## config.mk

```make
export PLATFORM = sky130hd
export DESIGN_NAME = instr_fetch_q
export DESIGN_NICKNAME = d
export VERILOG_FILES = /design/src/rtl/if_pkg.sv /design/src/rtl/fetch_fifo.sv /design/src/rtl/instr_fetch_q.sv
export SDC_FILE = /design/constraint.sdc
export NUM_CORES = 1
export LEC_CHECK = 0
export BUFFER_PORTS_ARGS = -buffer_cell sky130_fd_sc_hd__buf_2
export CAP_MARGIN = 20
export CORE_MARGIN = 1.5
export CORE_UTILIZATION = 55
export CTS_BUF_LIST = sky130_fd_sc_hd__clkbuf_8
export DETAILED_ROUTE_END_ITERATION = 7
export GPL_TIMING_DRIVEN = 0
export PLACE_DENSITY = 0.78
export REMOVE_ABC_BUFFERS = 1
export SLEW_MARGIN = 10
export SYNTH_ARGS = -nofsm -noshare
export SYNTH_HDL_FRONTEND = slang
export SYNTH_SLANG_ARGS = --single-unit
```

## constraint.sdc

```tcl
create_clock -name clk -period 4 [get_ports clk]
set_clock_uncertainty 0.2 [all_clocks]
set_input_delay 0 -clock clk [delete_from_list [all_inputs] [get_ports clk]]
set_output_delay 0 -clock clk [all_outputs]
set_load 0.02 [all_outputs]
```

## src/rtl/if_pkg.sv

```systemverilog
// rtl/if_pkg.sv - shared constants and fetch-entry type for the instruction fetch stage
package if_pkg;

  localparam int PC_INC     = 4;
  localparam int DEF_ADDR_W = 32;
  localparam int DEF_DATA_W = 32;

  localparam logic [DEF_ADDR_W-1:0] DEFAULT_RESET_PC = '0;

  // One prefetched instruction together with its PC and fall-through PC
  typedef struct packed {
    logic [DEF_ADDR_W-1:0] pc;
    logic [DEF_ADDR_W-1:0] pc_next;
    logic [DEF_DATA_W-1:0] instr;
  } fetch_entry_t;

endpackage

```

## src/rtl/fetch_fifo.sv

```systemverilog
// rtl/fetch_fifo.sv - prefetch queue with synchronous flush and push-while-full-on-pop
module fetch_fifo
  import if_pkg::*;
#(
  parameter int  DEPTH   = 4,
  parameter type entry_t = fetch_entry_t
) (
  input  logic                     clk,
  input  logic                     reset,
  input  logic                     flush,
  input  logic                     push,
  input  logic                     pop,
  input  entry_t                   wr_data,
  output entry_t                   head,
  output logic [$clog2(DEPTH):0]   count
);

  localparam int PTR_W = $clog2(DEPTH);
  localparam int CNT_W = PTR_W + 1;

  entry_t           mem [DEPTH];
  logic [PTR_W-1:0] rd_ptr;
  logic [PTR_W-1:0] wr_ptr;

  assign head = mem[rd_ptr];

  // Entry storage; flush wins over a same-cycle push
  always_ff @(posedge clk) begin
    if (push && !flush) begin
      mem[wr_ptr] <= wr_data;
    end
  end

  // Pointer and occupancy tracking; DEPTH is a power of 2 so pointers wrap naturally
  always_ff @(posedge clk or negedge reset) begin
    if (!reset) begin
      rd_ptr <= '0;
      wr_ptr <= '0;
      count  <= '0;
    end else if (flush) begin
      rd_ptr <= '0;
      wr_ptr <= '0;
      count  <= '0;
    end else begin
      if (push) wr_ptr <= wr_ptr + PTR_W'(1);
      if (pop)  rd_ptr <= rd_ptr + PTR_W'(1);
      count <= count + CNT_W'(push) - CNT_W'(pop);
    end
  end

endmodule

```

## src/rtl/instr_fetch_q.sv

```systemverilog
// rtl/instr_fetch_q.sv - fetch stage with prefetch queue; IF_PERF_CNT_EN adds event counters
module instr_fetch_q
  import if_pkg::*;
#(
  parameter int                ADDR_W     = DEF_ADDR_W,
  parameter int                DATA_W     = DEF_DATA_W,
  parameter int                IMEM_DEPTH = 64,
  parameter int                FQ_DEPTH   = 4,
  parameter logic [ADDR_W-1:0] RESET_PC   = ADDR_W'(DEFAULT_RESET_PC)
) (
  input  logic                          clk,
  input  logic                          reset,
  input  logic [ADDR_W-1:0]             pc_branch,
  input  logic                          pc_source,
  output logic [$clog2(IMEM_DEPTH)-1:0] imem_addr,
  input  logic [DATA_W-1:0]             imem_data,
  input  logic                          id_ready,
  output logic                          if_valid,
  output logic [DATA_W-1:0]             instruction,
  output logic [ADDR_W-1:0]             pc_out,
  output logic [ADDR_W-1:0]             pc_next
`ifdef IF_PERF_CNT_EN
  ,
  output logic [31:0]                   fetch_cnt,
  output logic [31:0]                   redirect_cnt,
  output logic [31:0]                   stall_cnt
`endif
);

  localparam int IA_W  = $clog2(IMEM_DEPTH);
  localparam int CNT_W = $clog2(FQ_DEPTH) + 1;

  typedef struct packed {
    logic [ADDR_W-1:0] pc;
    logic [ADDR_W-1:0] pc_next;
    logic [DATA_W-1:0] instr;
  } entry_t;

  logic [ADDR_W-1:0] pc;
  logic [ADDR_W-1:0] pc_inc;
  logic [ADDR_W-1:0] redirect_pc;
  logic [CNT_W-1:0]  count;
  logic              full;
  logic              push;
  logic              pop;
  entry_t            wr_entry;
  entry_t            head;

  assign pc_inc      = pc + ADDR_W'(PC_INC);
  assign redirect_pc = pc_branch & ~ADDR_W'(3);
  assign imem_addr   = pc[IA_W+1:2];

  assign full     = (count == CNT_W'(FQ_DEPTH));
  assign if_valid = (count != '0);
  assign pop      = if_valid & id_ready & ~pc_source;
  assign push     = ~pc_source & (~full | pop);

  assign wr_entry = '{pc: pc, pc_next: pc_inc, instr: imem_data};

  assign instruction = if_valid ? head.instr   : '0;
  assign pc_out      = if_valid ? head.pc      : '0;
  assign pc_next     = if_valid ? head.pc_next : '0;

  fetch_fifo #(
    .DEPTH   (FQ_DEPTH),
    .entry_t (entry_t)
  ) u_fifo (
    .clk     (clk),
    .reset   (reset),
    .flush   (pc_source),
    .push    (push),
    .pop     (pop),
    .wr_data (wr_entry),
    .head    (head),
    .count   (count)
  );

  // PC: reload on redirect, advance only when the fetched word was captured
  always_ff @(posedge clk or negedge reset) begin
    if (!reset) begin
      pc <= RESET_PC;
    end else if (pc_source) begin
      pc <= redirect_pc;
    end else if (push) begin
      pc <= pc_inc;
    end
  end

`ifdef IF_PERF_CNT_EN
  // Event counters: delivered instructions, redirect cycles, decode-stall cycles
  always_ff @(posedge clk or negedge reset) begin
    if (!reset) begin
      fetch_cnt    <= '0;
      redirect_cnt <= '0;
      stall_cnt    <= '0;
    end else begin
      if (pop)                   fetch_cnt    <= fetch_cnt + 32'd1;
      if (pc_source)             redirect_cnt <= redirect_cnt + 32'd1;
      if (if_valid && !id_ready) stall_cnt    <= stall_cnt + 32'd1;
    end
  end
`endif

endmodule

```

==> impl_metrics.json <==
{
  "ys_warn_count": 0,
  "drc": 0,
  "rrSetupSlack_ns": 0.84,
  "synth_edf_count": 368,
  "cp.arrival_ns": 3.45,
  "fin_crit_sh_pct": 79.1,
  "criticalPathCategory": "flip-flop to flip-flop",
  "syn_area_um2": 16600,
  "relSlewSlack_pct": 40.5,
  "yosysUniqueCellTypes": 42,
  "numCtsBuffers": 66,
  "clock-sinks": 405,
  "async_flop_share_pct": 9.14,
  "power_leakage_nw": 7.18,
  "status": "completed",
  "die_w_um": 177,
  "nets": 1320,
  "slew_violations": 0,
  "gp_congestion": 0.762,
  "first_pass_iters": 5,
  "area_growth_pct": 23.2,
  "wl_met2_um": 17800,
  "htree_levels": 3,
  "dp_hpwl_um": 19900,
  "most-common-layout-cells": "edfxtp_1, buf_2, dlygate4sd3_1",
  "routed.top_layer": "met4",
  "syn_avg_cell_area_um2": 17.9,
  "dieArea_um2": 31300,
  "p_per_area_nw_per_um2": 619,
  "crit_path_start_kind": "flip-flop",
  "worst_hold_slack_ns": 0.0387,
  "grt_pass1_vias": 9962,
  "fmax_ghz": 0.316,
  "hp-start": "imem_data[13]",
  "synth_flop_cell": "edfxtp_1",
  "routed_wl_um": 35000,
  "n_antenna_cell": 0,
  "cts_resized": 0,
  "gr-total-overflow": 0,
  "drt_iter0_markers": 880,
  "start_util_pct": 55.9,
  "rsz0062_at_grt": "no",
  "max_cap_viol_count": 0,
  "antenna_left": 0,
  "endpoint_kind": "flip-flop",
  "finalHoldViolations": 0,
  "num_vias": 9528,
  "antenna_found_initial": 0,
  "layout_commonest_cell": "edfxtp_1",
  "tightest_slew_ns": 0.887,
  "min_period_ns": 3.16,
  "fp-row-count": 63,
  "cts_root_buffer": "clkbuf_8",
  "clk-insertion-delay-late_ns": 0.58,
  "wirelength_met1_um": 14200,
  "setup_viol": 0,
  "dieHeight_um": 177,
  "postLayoutCoreUtil_pct": 68.9,
  "grt_pass1_wl_um": 54200,
  "io_buffers": 164,
  "r2r_cells": 6,
  "worstSetupStartpoint": "pc[3]$_DFFE_PN0N_",
  "peakVddDrop_mv": 0.618,
  "crit_end": "pc[20]$_DFFE_PN0N_",
  "wl_met3_um": 2260,
  "post_cts_buffers": 0,
  "cts_tree": "done",
  "boundaryPins": 171,
  "ys_seq_area_share_pct": 72.1,
  "via_per_inst": 5.67,
  "grt.total_usage_pct": 23.1,
  "hold_buffers": 135,
  "r2r-start": "pc[3]$_DFFE_PN0N_",
  "detail_route.wl_per_cell_um": 20.8,
  "cts_max_path_buffers": 3,
  "clk_pin_slew_ns": 0.07,
  "syn-instance-count": 928,
  "drive_above_1_share_pct": 28.0,
  "synth_seq_cells": 405,
  "worstPathMaxFanout": 14,
  "grt_max_degree": 72,
  "r2r-end": "pc[20]$_DFFE_PN0N_",
  "hold_path_class": "input pin to flip-flop",
  "core_area_um2": 29700,
  "crit_required_ns": 4.29
}
cells in the mapped netlist (15+ instances only):
| cell type | instances | area, µm² |
|---|---|---|
| nand3_1 | 18 | 90.1 |
| nand4_1 | 15 | 93.8 |
| a31oi_1 | 17 | 106 |
| clkbuf_1 | 41 | 154 |
| nor2_1 | 33 | 124 |
| dfrtp_1 | 37 | 926 |
| or4_1 | 16 | 120 |
| xnor2_1 | 21 | 184 |
| nand2_1 | 37 | 139 |
| xor2_1 | 19 | 166 |
| edfxtp_1 | 368 | 11100 |
| and2_1 | 95 | 594 |
| mux4_2 | 92 | 2070 |
per-layer routing:
metal,GRT usage [%],vias up
li1,-,4268
met1,30.8,4833
met2,38.5,366
met3,4.53,61
met4,7.84,0
met5,0,-
cell families (layout without fill, tap and decap cells):
logic type / count (synthesis) / in the layout / synth area share (%)
other: 1 / 4 / 0.0226
multiplexers: 93 / 93 / 12.5
buffers and inverters: 79 / 439 / 2.18
AND/OR/NAND/NOR: 254 / 254 / 8.59
AO/OA/AOI/OAI: 48 / 48 / 1.84
flip-flops: 405 / 405 / 72.1
adder cells (fa/ha/maj): 8 / 8 / 0.648
XOR/XNOR: 40 / 40 / 2.11
critical path, cell delays in order, from the launching register on:
cell	delay (ns)
dfrtp_1	0.50
ha_1	0.38
nand2_1	0.19
or4_4	0.55
or4_1	0.52
a31oi_1	0.16
dlygate4sd3_1	0.56
report_power, final:
part,switching (W),internal [W]
Combinational,0.00230,0.00174
Sequential,0.000324,0.00521
Clock,0.00154,0.00155
sequential cells by signal (all words and copies together), names as in the netlist:
signal / count
u_fifo.mem: 368
u_fifo.wr_ptr: 2
u_fifo.rd_ptr: 2
u_fifo.count: 3
pc: 30
cell type report:
class / count / area [µm²]
repair buffers: 314 / 2520
inverters: 10 / 37.5
multi-input cells: 447 / 4330
clock buffers: 67 / 922
clock inverters: 48 / 198
flip-flops and latches: 405 / 12000
well taps: 390 / 488
fillers: 1951 / 9250
metrics by stage:
stage / total power (W) / TNS (ns) / std cells / instance area [µm²] / worst slack (ns)
floorplan: 0.00820 / -66.80 / 862 / 16300 / -0.720
finish: 0.0127 / 0 / 1681 / 20500 / 0.837
global placement: 0.00956 / -956.06 / 1416 / 17600 / -2.51
CTS: 0.0128 / 0 / 1681 / 20500 / 0.908
global route: 0.0133 / 0 / 1681 / 20500 / 0.726
detailed placement: 0.00958 / 0 / 1431 / 18000 / 1.07
worst min path at each step:
stage	to	cells past startpoint
after floorplan	pc[10]$_DFFE_PN0N_	0
after global placement	pc[31]$_DFFE_PN0N_	1
after detailed placement	pc[31]$_DFFE_PN0N_	1
after CTS	u_fifo.mem[0][13]$_DFFE_PP_	2
after global routing	u_fifo.mem[3][13]$_DFFE_PP_	2
final	u_fifo.mem[0][13]$_DFFE_PP_	2
Note: power is estimated with default switching activity, not from simulation.
